--- config.mk ---
export PLATFORM = sky130hd
export DESIGN_NAME = dcache_ctrl_flat
export DESIGN_NICKNAME = d
export VERILOG_FILES = /design/src/rtl/dcache_pkg.sv /design/src/rtl/dcache_if.sv /design/src/rtl/dcache_line_array.sv /design/src/rtl/dcache_ctrl.sv /design/src/flat_wrapper.sv
export SDC_FILE = /design/constraint.sdc
export NUM_CORES = 1
export LEC_CHECK = 0
export ABC_AREA = 1
export ABC_CLOCK_PERIOD_IN_PS = 2800
export BUFFER_PORTS_ARGS = -buffer_cell sky130_fd_sc_hd__buf_2
export CORE_MARGIN = 2
export CORE_UTILIZATION = 42
export DETAILED_ROUTE_END_ITERATION = 10
export GPL_TIMING_DRIVEN = 0
export SYNTH_ARGS = -nofsm -noshare
export SYNTH_HDL_FRONTEND = slang
export SYNTH_SLANG_ARGS = --single-unit
--- constraint.sdc ---
create_clock -name clk -period 2.8 [get_ports clk]
set_input_delay 0.56 -clock clk [delete_from_list [all_inputs] [get_ports clk]]
set_output_delay 0.56 -clock clk [all_outputs]
set_load 0.02 [all_outputs]
--- src/rtl/dcache_pkg.sv ---
// dcache_pkg: shared field widths, FSM encoding and address-slice helpers for the data cache
package dcache_pkg;
  localparam int NUM_LINES = 8;
  localparam int INDEX_BITS = 3;
  localparam int OFFSET_BITS = 2;
  localparam int TAG_BITS = 8 - INDEX_BITS - OFFSET_BITS;
  typedef enum logic [1:0] {IDLE = 2'd0, WRITEBACK = 2'd1, FETCH = 2'd2, UPDATE = 2'd3} state_t;
  typedef logic [TAG_BITS-1:0] tag_t;
  typedef logic [INDEX_BITS-1:0] index_t;
  typedef logic [OFFSET_BITS-1:0] offset_t;
  function automatic tag_t addr_tag(input logic [7:0] a);
    return a[7:5];
  endfunction
  function automatic index_t addr_index(input logic [7:0] a);
    return a[4:2];
  endfunction
  function automatic offset_t addr_offset(input logic [7:0] a);
    return a[1:0];
  endfunction
endpackage

--- src/rtl/dcache_if.sv ---
// dcache_if: CPU-side and memory-side signals of the data cache
interface dcache_if;
  logic read, write, busywait;
  logic [7:0] address, writedata, readdata;
  logic mem_read, mem_write, mem_busywait;
  logic [5:0] mem_address;
  logic [31:0] mem_writedata, mem_readdata;
  modport slave (
    input read, write, address, writedata, mem_readdata, mem_busywait,
    output readdata, busywait, mem_read, mem_write, mem_address, mem_writedata
  );
  modport master (
    output read, write, address, writedata, mem_readdata, mem_busywait,
    input readdata, busywait, mem_read, mem_write, mem_address, mem_writedata
  );
endinterface

--- src/rtl/dcache_line_array.sv ---
// dcache_line_array: valid/dirty/tag/data storage with a combinational read port, byte write and block fill
module dcache_line_array
  import dcache_pkg::*;
(
  input  logic        clk,
  input  logic        reset,
  input  index_t      idx,
  output logic        rd_valid,
  output logic        rd_dirty,
  output tag_t        rd_tag,
  output logic [31:0] rd_data,
  input  logic        byte_we,
  input  offset_t     byte_off,
  input  logic [7:0]  byte_data,
  input  logic        fill_we,
  input  tag_t        fill_tag,
  input  logic [31:0] fill_data
);
  logic [NUM_LINES-1:0] valid, dirty;
  tag_t tags [NUM_LINES];
  logic [31:0] data [NUM_LINES];
  assign rd_valid = valid[idx];
  assign rd_dirty = dirty[idx];
  assign rd_tag = tags[idx];
  assign rd_data = data[idx];
  always_ff @(posedge clk) begin
    if (!reset) begin
      valid <= '0;
      dirty <= '0;
    end else if (fill_we) begin
      valid[idx] <= 1'b1;
      dirty[idx] <= 1'b0;
    end else if (byte_we) dirty[idx] <= 1'b1;
  end
  // tags and data survive reset; writes are only suppressed while it is held
  always_ff @(posedge clk) begin
    if (reset && fill_we) begin
      tags[idx] <= fill_tag;
      data[idx] <= fill_data;
    end else if (reset && byte_we) data[idx][8*byte_off +: 8] <= byte_data;
  end
endmodule

--- src/rtl/dcache_ctrl.sv ---
// dcache_ctrl: direct-mapped write-back write-allocate cache FSM, hit compare and memory-port muxing
module dcache_ctrl
  import dcache_pkg::*;
(
  input logic clk,
  input logic reset,
  dcache_if.slave bus
);
  state_t state, next;
  logic v, d, req, hit;
  tag_t st;
  logic [31:0] line, fill_q;
  logic [7:0] rd_q, sel;
  assign req = bus.read | bus.write;
  assign hit = v && st == addr_tag(bus.address);
  assign sel = line[8*addr_offset(bus.address) +: 8];
  dcache_line_array u_lines (
    .clk(clk),
    .reset(reset),
    .idx(addr_index(bus.address)),
    .rd_valid(v),
    .rd_dirty(d),
    .rd_tag(st),
    .rd_data(line),
    .byte_we(state == IDLE && bus.write && hit),
    .byte_off(addr_offset(bus.address)),
    .byte_data(bus.writedata),
    .fill_we(state == UPDATE),
    .fill_tag(addr_tag(bus.address)),
    .fill_data(fill_q)
  );
  always_ff @(posedge clk) state <= !reset ? IDLE : next;
  always_comb begin
    next = state == IDLE ? (req && !hit ? (v && d ? WRITEBACK : FETCH) : IDLE) :
           state == WRITEBACK ? (bus.mem_busywait ? WRITEBACK : FETCH) :
           state == FETCH ? (bus.mem_busywait ? FETCH : UPDATE) : IDLE;
  end
  always_comb begin
    bus.busywait = state != IDLE || (req && !hit);
    bus.mem_write = state == WRITEBACK;
    bus.mem_read = state == FETCH;
    bus.mem_address = state == WRITEBACK ? {st, addr_index(bus.address)} :
                      state == FETCH ? {addr_tag(bus.address), addr_index(bus.address)} : '0;
    bus.mem_writedata = state == WRITEBACK ? line : '0;
    bus.readdata = state == IDLE && req && hit ? sel : rd_q;
  end
  // rd_q keeps the last load result visible when the CPU is not requesting
  always_ff @(posedge clk) begin
    if (!reset) begin
      rd_q <= '0;
      fill_q <= '0;
    end else begin
      rd_q <= bus.readdata;
      if (state == FETCH && !bus.mem_busywait) fill_q <= bus.mem_readdata;
    end
  end
endmodule
--- src/flat_wrapper.sv ---
// flat-port wrapper written by rule: the top's interface ports become plain ports
module dcache_ctrl_flat import dcache_pkg::*;
  (clk, reset, bus_read, bus_write, bus_address, bus_writedata, bus_mem_readdata, bus_mem_busywait, bus_readdata, bus_busywait, bus_mem_read, bus_mem_write, bus_mem_address, bus_mem_writedata);
  dcache_if bus_i ();
  input logic clk;
  input logic reset;
  input wire logic [$bits(bus_i.read)-1:0] bus_read;
  input wire logic [$bits(bus_i.write)-1:0] bus_write;
  input wire logic [$bits(bus_i.address)-1:0] bus_address;
  input wire logic [$bits(bus_i.writedata)-1:0] bus_writedata;
  input wire logic [$bits(bus_i.mem_readdata)-1:0] bus_mem_readdata;
  input wire logic [$bits(bus_i.mem_busywait)-1:0] bus_mem_busywait;
  output wire logic [$bits(bus_i.readdata)-1:0] bus_readdata;
  output wire logic [$bits(bus_i.busywait)-1:0] bus_busywait;
  output wire logic [$bits(bus_i.mem_read)-1:0] bus_mem_read;
  output wire logic [$bits(bus_i.mem_write)-1:0] bus_mem_write;
  output wire logic [$bits(bus_i.mem_address)-1:0] bus_mem_address;
  output wire logic [$bits(bus_i.mem_writedata)-1:0] bus_mem_writedata;
  assign bus_i.read = bus_read;
  assign bus_i.write = bus_write;
  assign bus_i.address = bus_address;
  assign bus_i.writedata = bus_writedata;
  assign bus_i.mem_readdata = bus_mem_readdata;
  assign bus_i.mem_busywait = bus_mem_busywait;
  assign bus_readdata = bus_i.readdata;
  assign bus_busywait = bus_i.busywait;
  assign bus_mem_read = bus_i.mem_read;
  assign bus_mem_write = bus_i.mem_write;
  assign bus_mem_address = bus_i.mem_address;
  assign bus_mem_writedata = bus_i.mem_writedata;
  dcache_ctrl u_core (.clk(clk), .reset(reset), .bus(bus_i));
endmodule
Word level (Yosys, flattened, before mapping). Memories as Yosys holds them, arrays and structs flattened. Index checks and enable logic that the tools add are counted.

Add/sub/neg operators: 1. Magnitude comparators: 2. Eq/ne operators: 4. Shift operators: 3. Multiplexer cells: 56. Bitwise gates (word level): 37. Reduce and logical (&&, ||, !) cells: 17.

Operators with widths (number): $mux 32 (2); $mux 1 (40); $neg 5->34 (1); $shift 8x34->32 const A (1); $shiftx 8x34->32 (1); $or 1x1->1 (33); $shiftx 32x6->8 (1); $mux 8 (3); $or 8x8->8 (2); $mux 2 (6); $mux 6 (2); $logic_and 1x1->1 (11); $and 8x8->8 (1); $not 8->8 (1); $bmux 1 s3 (2); $eq 2x2->1 const B (2); $lt 3x4->1 const B (1); $reduce_bool 2->1 (2); $demux 1 s3 (1); $eq 3x3->1 (1); $ge 3x1->1 const B (1); $eq 2x1->1 const B (1); $logic_not 1->1 (2); $logic_not 2->1 (1); $logic_or 1x1->1 (1).

Bits in registers: 58. RAM bits: 280. Bits of input ports: 53. Output and inout port bits: 49. Word-level logic and storage cells: 127. Memories: 2.

Memories: u_core.u_lines.data (depth 8, width 32, rd ports 1, clocked after memory_dff 0, write ports 1, RTL line dcache_line_array.sv:21) `logic [31:0] data [NUM_LINES];`; u_core.u_lines.tags (depth 8, width 3, rd ports 1, clocked after memory_dff 0, write ports 1, RTL line dcache_line_array.sv:20) `tag_t tags [NUM_LINES];`.

Depth between registers and ports, before layout. Gate-level depths: netlist of the first run.

Word-level depth: 9. Gate-level depth with buffers: 16. Gate-level depth less buffers: 14.

Modules after synthesis. Synthesis of the first run repeated with hierarchy kept, for this count alone.

Cells, all modules: 1808. Area, all modules: 15760.1 µm².

By module, submodules not included: dcache_line_array (times used 1, cells each 1419, area an instance 13416.6 µm², seq. area each 8728.4 µm²); dcache_ctrl (times used 1, cells each 389, area an instance 2343.5 µm², seq. area each 840.8 µm²).

Worst setup path after synthesis of the first run. OpenSTA, ideal clock, no wires.

Path kind: input port to flip-flop. From: input port bus_address[0]. To: memory u_core.u_lines.data[0][0] (data pin). Library setup time: 0.284 ns. Data arrival time: 2.557 ns. Required time: 2.516 ns. Setup slack: -0.041 ns. Stages: 10. Buffers on the path: 3. Path through: clkbuf_1 -> clkinv_1 -> clkbuf_1 -> ha_1 -> clkbuf_1 -> clkinv_1 -> nand3_1 -> nor2_1 -> nand4_1 -> nand2_1.

Word-level cells in the longest chain between the ends: 4. Elaborated cells between the ends (all ways): 5. Those cells by class: add/sub (1); shift (2); mux (2).

Ends and longest elaborated chain: start: declaration (RTL line flat_wrapper.sv:9) `input wire logic [$bits(bus_i.address)-1:0] bus_address;`; $neg 5->34 (*) (RTL line dcache_line_array.sv:40) `end else if (reset && byte_we) data[idx][8*byte_off +: 8] <= byte_data;`; $shift 8x34->32 (RTL line dcache_line_array.sv:40); $mux 32 (implied by the code) (RTL line dcache_line_array.sv:40); $mux 1 (no source line) (*); end: declaration (RTL line dcache_line_array.sv:21).

Every way passes the cells marked *; elsewhere a longest branch is shown, timed or not.

Worst setup path after layout of the first run.
From: memory u_core.u_lines.tags[0][1] (netlist name). To: output port bus_readdata[0].

Word-level cells in the longest chain between the ends: 5.

Ends and longest elaborated chain: start: declaration (RTL line dcache_line_array.sv:20); $mem_v2 8x3; $eq 3x3->1 (RTL line dcache_ctrl.sv:15) `assign hit = v && st == addr_tag(bus.address);`; $logic_and 1x1->1 (RTL line dcache_ctrl.sv:15); $logic_and 1x1->1 (RTL line dcache_ctrl.sv:45) `bus.readdata = state == IDLE && req && hit ? sel : rd_q;`; $mux 8 (RTL line dcache_ctrl.sv:45); end: declaration (RTL line flat_wrapper.sv:13) `output wire logic [$bits(bus_i.readdata)-1:0] bus_readdata;`.

No other way between the ends.

==> flow_metrics.env, run 1 <==
export IMPL_hold_path_class="in2reg"
export IMPL_wire_per_inst_um=21.8
export IMPL_dp_final_hpwl_um=35000
export IMPL_slew_headroom_pct=35.0
export IMPL_grt_pass1_wl_um=72700
export IMPL_worstHoldPathCells=3
export IMPL_nFillCells=3229
export IMPL_yosys_top_cells_area="edfxtp_1 (55%), nand2_1 (18%), dfxtp_1 (7.6%), a21oi_1 (4.7%), nand3_1 (2.1%)"
export IMPL_worstPathRequired_ns=2.24
export IMPL_finalPower_mw=11.1
export IMPL_grt_pass1_vias=11700
export IMPL_fp_dieH_um=195
export IMPL_hold_violations=0
export IMPL_finalSetupViolCount=9
export IMPL_initial_core_util_pct=42.8
export IMPL_cts_hold_buf=0
export IMPL_skew_ns=0.0271
export IMPL_synth_edf_count=280
export IMPL_drv_cap=0
export IMPL_track_usage_pct=26.1
export IMPL_crit_path_max_incr_delay_ns=0.38
export IMPL_grt_start_max_net_pins=19
export IMPL_dr_total_vias=12800
export IMPL_fin_cells=2369
export IMPL_netlist_instances=1671
export IMPL_area_growth_pct=28.1
export IMPL_path_buf_inv=4
export IMPL_cpMostUsedCell="nand2_2"
export IMPL_synth_most_common_cell="nand2_1"
export IMPL_place_inst=2233
export IMPL_yosysUniqueCellTypes=30
export IMPL_path_class="reg2out"
export IMPL_netlist_area_mm2=0.0153
export IMPL_drt_pass1_iterations=6
export IMPL_critPathSlowestCell="edfxtp_1"
export IMPL_io_pins=102
export IMPL_ys_seq_area_share_pct=62.6
export IMPL_yosys_warnings=0
export IMPL_synth_common_cells="nand2_1 (747), edfxtp_1 (280), a21oi_1 (145)"
export IMPL_fmax_mhz=334
export IMPL_status="finished with violations"
export IMPL_fin_crit_sh_pct=107
export IMPL_irDropWorstVdd_mv=0.363
export IMPL_cts_root_buf="clkbuf_16"
export IMPL_fp_row_count=69
export IMPL_finalWeightedCongestion=0.945
export IMPL_antenna_found_initial=0
export IMPL_h_tree_depth=2
export IMPL_diodes=0
export IMPL_core_area_mm2=0.0357
export IMPL_setup_ws_ns=-0.193
export IMPL_clock_path_buffers=3
export IMPL_fin_area_mm2=0.0196
export IMPL_drtAntennaViolNets=0
export IMPL_fin_setup_tns_ns=-1.35
export IMPL_synth_nets=1729
export IMPL_critPathTopFamily="simple AND/OR/NAND/NOR gates"
export IMPL_synth_seq_cells=338
export IMPL_cts_tree="yes"
export IMPL_nets=1939
export IMPL_drv_slew=0
export IMPL_grt_overflow=0
export IMPL_numCtsBuffers=36
export IMPL_synth_flop_cell="edfxtp_1"
export IMPL_clock_sinks=338
export IMPL_fp_dieArea_mm2=0.0380
export IMPL_worst_slew_pin_transition_ns=0.970
export IMPL_wl_um=51600
export IMPL_fin_crit_ns=2.99
export IMPL_placed_area_mm2=0.0164
export IMPL_synth_area_leader_cell="edfxtp_1"
export IMPL_power_density_mw_per_mm2=566
export IMPL_die_w_um=195
export IMPL_async_flop_share_pct=0
export IMPL_path_cells="inv_1 -> nand2_2 -> nand3_4 -> nand2_4 -> nor2_4 -> nand2_2 -> nand2_2 -> nand3_4 -> nor2_8 -> nand2_4 -> buf_8 -> o21ai_4 -> inv_2 -> buf_6"
export IMPL_yosysTopAreaCellShare_pct=55.0
export IMPL_cp_end_kind="primary output"
export IMPL_drt_iter0_markers=1341
export IMPL_drc_errors=0
export IMPL_vias_per_cell=5.40
export IMPL_violations="setup timing"
export IMPL_reg2reg_depth=13
export IMPL_rsz0062_at_grt="true"
export IMPL_cp_arrival_ns=2.43
export IMPL_fin_util_pct=54.8
export IMPL_drive_above_1_share_pct=24.8
export IMPL_clock_latency_ns=0.54
export IMPL_path_clk_slew_ns=0.07
export IMPL_syn_avg_cell_area_um2=9.15
export IMPL_critical_path_depth=14
export IMPL_port_buffers=101
export IMPL_cp_start_kind="flip-flop"
export IMPL_leakage_nw=8.13
export IMPL_path_max_fanout=6
==> layer usage <==
| metal | up-vias | share of wire [%] | global-route usage [%] |
|---|---|---|---|
| met4 | 0 | 3.6 | 9.61 |
| met5 | - | 0 | 0 |
| met2 | 609 | 46 | 41.7 |
| met1 | 6068 | 42 | 36.0 |
| li1 | 5981 | - | - |
| met3 | 124 | 8.6 | 4.30 |
==> tightest hold or removal path, delay by kind of cell <==
kind                   cells  cell delay [ns]
buffers and inverters      1             0.10
AND/OR/NAND/NOR            1             0.07
AO/OA/AOI/OAI              1             0.06
==> area by class of cell <==
cell class / count / area [um^2] / share of cell area (%)
clock buffer: 44 / 972 / 4.96
multi-input combinational: 1154 / 5900 / 30.1
inverter: 84 / 352 / 1.80
tap: 461 / 577 / 2.94
sequential: 338 / 9570 / 48.9
buffer: 93 / 763 / 3.90
timing repair buffer: 174 / 1340 / 6.82
clock inverter: 21 / 113 / 0.575
==> state kept, by name, summed over array words and instances, names as in the netlist, named ones only <==
name / count
u_core.u_lines.tags: 24
u_core.u_lines.valid: 8
u_core.rd_q: 8
u_core.u_lines.data: 256
u_core.state: 2
u_core.fill_q: 32
==> layout by cell type, fill, tap and decap left out, types with 35 or more instances in the layout <==
cell / count
a21oi_1: 101
edfxtp_1: 280
buf_2: 106
clkbuf_16: 43
nand3_1: 49
nand2_1: 693
dfxtp_1: 58
nand2_2: 45
inv_1: 63
nor2_1: 58
nand4_1: 35
buf_4: 64
==> cells by family after synthesis <==
logic type	synth area share [%]
buffers and inverters	4.98
AOI/OAI and AO/OA	6.86
adders and majority gates	0.409
DFF	62.6
and+or+nand+nor	25.2
==> report_power, final <==
part | internal, mW | switching [mW] | total (mW)
Sequential | 5.47 | 0.0209 | 5.49
Combinational | 0.345 | 0.774 | 1.12
Clock | 2.48 | 1.99 | 4.47
==> path summary, 6_finish.rpt <==
| path | from | endpoint | slack, ns |
|---|---|---|---|
| min | bus_mem_readdata[15] | u_core.fill_q[15]$_SDFFE_PN0P_ | 0.29 |
| max | u_core.u_lines.tags[0][1]$_DFFE_PP_ | bus_readdata[0] | -0.19 |
| min reg2reg | u_core.u_lines.valid[1]$_SDFFE_PN0N_ | u_core.u_lines.valid[1]$_SDFFE_PN0N_ | 0.45 |
| max reg2reg | u_core.u_lines.tags[0][1]$_DFFE_PP_ | u_core.u_lines.data[3][31]$_DFFE_PP_ | 0.07 |
==> repair_timing <==
action / 4_1_cts / 5_1_grt
setup buffers: 26 / 40
cloned: 1 / 6
pin swaps: 29 / 58
endpoints found under the setup margin: 565 / 336
gates resized for setup: 267 / 171
==> through the flow <==
stage,hold WS (ns),worst slack (ns)
after floorplan,0.425,-0.0183
after global placement,0.433,-1.48
after detailed placement,0.442,-1.54
after CTS,0.276,-0.269
after global routing,0.286,-0.288
final,0.287,-0.193
Note: power is estimated with default switching activity, not from simulation.
==> inputs of run 2 (changes only) <==
--- a/config.mk
+++ b/config.mk
@@ -12,6 +12,7 @@
 export CORE_UTILIZATION = 42
 export DETAILED_ROUTE_END_ITERATION = 10
 export GPL_TIMING_DRIVEN = 0
+export SKIP_CTS_REPAIR_TIMING = 1
 export SYNTH_ARGS = -nofsm -noshare
 export SYNTH_HDL_FRONTEND = slang
 export SYNTH_SLANG_ARGS = --single-unit
==> flow_metrics.env, run 2 (same netlist as run 1, synthesis figures left out) <==
export IMPL_io_pins=102
export IMPL_whs_ns=0.287
export IMPL_drc_errors=0
export IMPL_grt_pass1_wl_um=71100
export IMPL_reg2reg_slack_ns=-0.26
export IMPL_final_common_cell="nand2_1"
export IMPL_track_usage_pct=25.6
export IMPL_area_growth_pct=25.0
export IMPL_core_area_mm2=0.0357
export IMPL_largest_reg_flops=256
export IMPL_skew_ns=0.0240
export IMPL_fin_cells=2352
export IMPL_drive_above_1_share_pct=22.6
export IMPL_finalSetupViolCount=89
export IMPL_place_inst=2233
export IMPL_cp_start_kind="primary input"
export IMPL_status="finished with violations"
export IMPL_hold_end="u_core.fill_q[15]$_SDFFE_PN0P_"
export IMPL_hold_violations=0
export IMPL_worstPathRequired_ns=2.94
export IMPL_fin_area_mm2=0.0191
export IMPL_fp_row_count=69
export IMPL_violations="setup timing"
export IMPL_worst_slew_pin_transition_ns=1.28
export IMPL_cp_arrival_ns=3.26
export IMPL_fmax_mhz=320
export IMPL_wire_per_inst_um=21.7
export IMPL_drv_cap=0
export IMPL_drtAntennaViolNets=0
export IMPL_grt_start_max_net_pins=15
export IMPL_largestRegisters="u_core.u_lines.data (256), u_core.fill_q (32), u_core.u_lines.tags (24)"
export IMPL_regMostFlops="u_core.u_lines.data"
export IMPL_path_class="in2reg"
export IMPL_path_cells="buf_2 -> clkbuf_1 -> nand2_1 -> clkbuf_1 -> a21oi_1"
export IMPL_antenna_found_initial=1
export IMPL_path_clk_slew_ns=0.07
export IMPL_drv_slew=0
export IMPL_cts_root_buf="clkbuf_16"
export IMPL_path_max_fanout=10
export IMPL_rsz0062_at_grt="true"
export IMPL_finalWeightedCongestion=0.945
export IMPL_dp_final_hpwl_um=35000
export IMPL_irDropWorstVdd_mv=0.361
export IMPL_r2r_start="u_core.state[1]$_SDFF_PN0_"
export IMPL_grt_pass1_vias=11400
export IMPL_path_buf_inv=3
export IMPL_crit_path_max_incr_delay_ns=1.11
export IMPL_wl_um=50900
export IMPL_drt_iter0_markers=1483
export IMPL_fin_crit_sh_pct=112
export IMPL_fin_crit_ns=3.13
export IMPL_die_w_um=195
export IMPL_layout_common_cells="nand2_1 (711), edfxtp_1 (280), buf_2 (100), a21oi_1 (100), inv_1 (65)"
export IMPL_grt_overflow=0
export IMPL_nets=1922
export IMPL_initial_core_util_pct=42.8
export IMPL_cp_end_kind="flip-flop"
export IMPL_dr_total_vias=12700
export IMPL_clock_sinks=338
export IMPL_fp_dieH_um=195
export IMPL_hold_path_startpoint="bus_mem_readdata[15]"
export IMPL_hold_path_class="in2reg"
export IMPL_fp_dieArea_mm2=0.0380
export IMPL_crit_start="reset"
export IMPL_setup_ws_ns=-0.327
export IMPL_reg2reg_depth=5
export IMPL_leakage_nw=7.97
export IMPL_drt_pass1_iterations=5
export IMPL_critPathTopFamily="buffers and inverters"
export IMPL_clock_latency_ns=0.54
export IMPL_critPathSlowestCell="a21oi_1"
export IMPL_diodes=0
export IMPL_placed_area_mm2=0.0164
export IMPL_worstHoldPathCells=3
export IMPL_vias_per_cell=5.39
export IMPL_port_buffers=101
export IMPL_clock_path_buffers=3
export IMPL_power_density_mw_per_mm2=578
export IMPL_rr_endpoint="u_core.u_lines.data[1][11]$_DFFE_PP_"
export IMPL_h_tree_depth=2
export IMPL_slew_headroom_pct=14.5
export IMPL_cts_tree="yes"
export IMPL_numCtsBuffers=36
export IMPL_finalPower_mw=11.1
export IMPL_cpMostUsedCell="clkbuf_1"
## run 2: cell count changes in the layout (fill, tap and decap cells not counted), moves of 5 or more
cell,change
nand2_1,+18
nand2_2,-16
buf_4,-12
a21oi_2,+11
a21oi_4,-10
buf_12,-8
buf_2,-6
clkbuf_4,+5
o21ai_0,+5
## run 2: per-layer routing
metal	track usage, %	share of wire [%]	wire, um	vias to the layer above
li1	-	-	-	5957
met1	35.5	42	21400	5996
met2	40.9	46	23500	645
met3	4.41	9.1	4610	89
met4	8.45	2.7	1360	2
met5	0	0.018	9	-
## run 2: stage by stage
step | worst slack, ns | TNS (ns) | utilization, %
2_1_floorplan | -0.0183 | -2.35 | -
5_1_grt | -0.416 | -24.06 | 53.5
3_5_place_dp | -1.54 | -581.07 | 45.8
3_3_place_gp | -1.48 | -572.89 | 45.8
4_1_cts | -1.38 | -298.65 | 48.9
6_report | -0.327 | -13.25 | 53.5
## run 2: worst reg2reg max path, cell delays in order, from the launching register on
cell and delay, ns:
dfxtp_1 0.45, nand2_1 0.21, inv_1 0.16, nand2_1 0.25, clkbuf_1 0.48, a21oi_1 1.11
## run 2: cell type report
class / count / area, um^2
well taps: 461 / 577
inverters: 84 / 353
flip-flops and latches: 338 / 9570
multi-input cells: 1155 / 5730
clock buffers: 44 / 972
fillers: 3305 / 16600
clock inverters: 21 / 113
repair buffers: 155 / 1080
plain buffers: 94 / 722
## run 2: worst max path at each step
stage                                            to  slack [ns]  depth (start not counted)
5_1_grt        u_core.u_lines.data[1][11]$_DFFE_PP_       -0.42                          5
3_5_place_dp   u_core.u_lines.data[2][22]$_DFFE_PP_       -1.54                          9
6_report       u_core.u_lines.data[1][11]$_DFFE_PP_       -0.33                          5
2_1_floorplan   u_core.u_lines.data[2][0]$_DFFE_PP_       -0.02                          8
4_1_cts                             bus_readdata[6]       -1.38                         16
3_3_place_gp   u_core.u_lines.data[6][18]$_DFFE_PP_       -1.48                          9
## run 2: power by group
group / internal (mW) / total (mW) / switching (mW)
Combinational: 0.317 / 1.07 / 0.755
Clock: 2.48 / 4.49 / 2.01
Sequential: 5.47 / 5.49 / 0.0211
Total: 8.27 / 11.1 / 2.79
==> inputs of run 3 (changes only) <==
--- a/config.mk
+++ b/config.mk
@@ -5,14 +5,13 @@
 export SDC_FILE = /design/constraint.sdc
 export NUM_CORES = 1
 export LEC_CHECK = 0
-export ABC_AREA = 1
+export ABC_AREA = 0
 export ABC_CLOCK_PERIOD_IN_PS = 2800
 export BUFFER_PORTS_ARGS = -buffer_cell sky130_fd_sc_hd__buf_2
 export CORE_MARGIN = 2
 export CORE_UTILIZATION = 42
 export DETAILED_ROUTE_END_ITERATION = 10
 export GPL_TIMING_DRIVEN = 0
-export SKIP_CTS_REPAIR_TIMING = 1
 export SYNTH_ARGS = -nofsm -noshare
 export SYNTH_HDL_FRONTEND = slang
 export SYNTH_SLANG_ARGS = --single-unit
==> flow_metrics.env, run 3 <==
export IMPL_fin_crit_sh_pct=121
export IMPL_hold_path_startpoint="bus_mem_readdata[8]"
export IMPL_synth_seq_cells=338
export IMPL_synth_common_cells="edfxtp_1 (280), nand2_1 (150), mux2i_1 (73)"
export IMPL_track_usage_pct=28.0
export IMPL_diodes=0
export IMPL_grt_pass1_vias=10700
export IMPL_final_common_cell="edfxtp_1"
export IMPL_finalSetupViolCount=53
export IMPL_reg2reg_slack_ns=0.03
export IMPL_drt_iter0_markers=1365
export IMPL_synth_edf_count=280
export IMPL_yosysUniqueCellTypes=64
export IMPL_grt_overflow=0
export IMPL_cts_root_buf="clkbuf_16"
export IMPL_fin_area_mm2=0.0212
export IMPL_clock_path_buffers=3
export IMPL_clock_latency_ns=0.53
export IMPL_synth_area_leader_cell="edfxtp_1"
export IMPL_largest_reg_flops=256
export IMPL_leakage_nw=7.26
export IMPL_fp_dieH_um=192
export IMPL_drc_errors=0
export IMPL_area_growth_pct=42.7
export IMPL_worstPathRequired_ns=2.24
export IMPL_clock_sinks=338
export IMPL_reg2reg_depth=9
export IMPL_numCtsBuffers=37
export IMPL_placed_area_mm2=0.0164
export IMPL_finalWeightedCongestion=0.966
export IMPL_h_tree_depth=2
export IMPL_dp_final_hpwl_um=33800
export IMPL_drv_cap=0
export IMPL_synth_nets=1171
export IMPL_vias_per_cell=6.02
export IMPL_cpMostUsedCell="buf_12"
export IMPL_synth_most_common_cell="edfxtp_1"
export IMPL_netlist_instances=1113
export IMPL_antenna_found_initial=0
export IMPL_initial_core_util_pct=42.8
export IMPL_regMostFlops="u_core.u_lines.data"
export IMPL_slew_headroom_pct=43.3
export IMPL_cts_hold_buf=0
export IMPL_yosys_top_cells_area="edfxtp_1 (57%), dfxtp_1 (7.8%), mux2i_1 (4.9%), nand2_1 (3.8%), mux4_2 (3.6%)"
export IMPL_cp_end_kind="primary output"
export IMPL_rsz0062_at_grt="true"
export IMPL_worst_slew_pin_transition_ns=0.848
export IMPL_rr_endpoint="u_core.u_lines.data[4][28]$_DFFE_PP_"
export IMPL_wl_um=52300
export IMPL_fmax_mhz=295
export IMPL_largestRegisters="u_core.u_lines.data (256), u_core.fill_q (32), u_core.u_lines.tags (24)"
export IMPL_yosysTopAreaCellShare_pct=56.7
export IMPL_wire_per_inst_um=28.1
export IMPL_worstHoldPathCells=3
export IMPL_path_cells="buf_8 -> buf_12 -> buf_12 -> buf_12 -> clkinvlp_4 -> buf_4 -> a221oi_2 -> o22a_2 -> nand3_1 -> and3_1 -> mux2_4 -> buf_6"
export IMPL_fp_dieArea_mm2=0.0368
export IMPL_path_clk_slew_ns=0.06
export IMPL_r2r_start="u_core.u_lines.tags[5][2]$_DFFE_PP_"
export IMPL_path_max_fanout=7
export IMPL_power_density_mw_per_mm2=557
export IMPL_whs_ns=0.272
export IMPL_synth_flop_cell="edfxtp_1"
export IMPL_syn_avg_cell_area_um2=13.3
export IMPL_async_flop_share_pct=0
export IMPL_ys_seq_area_share_pct=64.5
export IMPL_die_w_um=192
export IMPL_yosys_warnings=0
export IMPL_fin_crit_ns=3.38
export IMPL_cp_arrival_ns=2.82
export IMPL_crit_start="bus_address[2]"
export IMPL_fp_row_count=68
export IMPL_cts_tree="yes"
export IMPL_irDropWorstVdd_mv=0.447
export IMPL_critPathSlowestCell="o22a_2"
export IMPL_nets=1436
export IMPL_path_class="in2out"
export IMPL_io_pins=102
export IMPL_core_area_mm2=0.0346
export IMPL_drtAntennaViolNets=0
export IMPL_drive_above_1_share_pct=42.5
export IMPL_grt_pass1_wl_um=72800
export IMPL_status="finished with violations"
export IMPL_hold_end="u_core.fill_q[8]$_SDFFE_PN0P_"
export IMPL_violations="setup timing"
export IMPL_netlist_area_mm2=0.0148
export IMPL_cp_start_kind="primary input"
export IMPL_dr_total_vias=11200
export IMPL_setup_ws_ns=-0.584
export IMPL_hold_violations=0
export IMPL_grt_start_max_net_pins=15
export IMPL_drt_pass1_iterations=7
export IMPL_fin_setup_tns_ns=-6.29
export IMPL_skew_ns=0.0137
export IMPL_layout_common_cells="edfxtp_1 (280), nand2_1 (143), buf_2 (75), buf_4 (69), buf_12 (68)"
export IMPL_port_buffers=100
export IMPL_hold_path_class="in2reg"
export IMPL_drv_slew=0
export IMPL_crit_path_max_incr_delay_ns=0.28
==> run 3: cell types whose count changed in the layout (fill, tap and decap cells not counted), sizes merged, moves of 30 or more <==
cell | before | now
mux2i | 0 | 73
a21oi | 145 | 68
nand2 | 750 | 150
nand3 | 65 | 22
a221oi | 0 | 30
mux2 | 0 | 31
buf | 195 | 276
o31ai | 0 | 32
clkbuf | 98 | 68
o21ai | 54 | 17
==> run 3: metal layers <==
metal | GRT usage (%) | share of wire, % | vias up
met5 | 0 | 0 | -
met3 | 7.02 | 11 | 169
li1 | - | - | 4809
met1 | 37.9 | 39 | 5498
met2 | 42.9 | 45 | 730
met4 | 11.9 | 4.3 | 0
==> run 3: logic make-up (layout without fill, tap and decap cells) <==
kind of cell	count (synthesis)	after routing	synth area share, %
compound gates	226	226	10.7
xor+xnor	1	1	0.110
fa+ha+maj	5	5	0.422
buf+inv	122	416	4.00
flops	338	338	64.5
mux	128	128	11.0
simple gates	293	293	9.20
==> run 3: timing repair <==
item	in CTS	in global routing
gates resized for setup	320	123
setup endpoints to repair	587	508
pin swaps	67	28
gates cloned	7	3
buffers inserted	103	25
==> run 3: worst max path at each step <==
stage	slack, ns	end	cells after the start
after floorplan	-0.17	bus_readdata[1]	10
after global placement	-1.56	u_core.u_lines.data[4][8]$_DFFE_PP_	10
after detailed placement	-1.55	u_core.u_lines.data[6][8]$_DFFE_PP_	10
after CTS	-0.45	bus_readdata[5]	11
after global routing	-0.59	bus_readdata[5]	12
final	-0.58	bus_readdata[5]	12
==> run 3: cell type report <==
class / instances / area [um^2]
fillers: 2572 / 13500
flip-flops and latches: 338 / 9570
multi-input cells: 653 / 6410
repair buffers: 232 / 2430
clock buffers: 45 / 1010
plain buffers: 67 / 793
well taps: 455 / 569
clock inverters: 23 / 195
inverters: 49 / 193
==> run 3: critical path: cells and delay by family <==
kind | cells | cell delay (ns)
compound gates | 2 | 0.49
buf+inv | 7 | 1.09
mux | 1 | 0.27
simple gates | 2 | 0.38
==> run 3: power by group <==
part           leakage (nW)  switching, mW  internal (mW)
Sequential             2.90         0.0183           5.47
Combinational          3.76          0.878          0.600
Clock                 0.594           1.97           2.85
==> run 3: per-stage QoR <==
step / power (mW) / std cells / util, % / setup WS [ns]
after floorplan: 6.17 / 1113 / - / -0.174
after global placement: 6.56 / 1668 / 47.5 / -1.56
after detailed placement: 6.57 / 1668 / 47.5 / -1.55
after CTS: 11.7 / 1839 / 59.0 / -0.447
after global routing: 12.1 / 1862 / 61.1 / -0.588
final: 11.8 / 1862 / 61.1 / -0.584
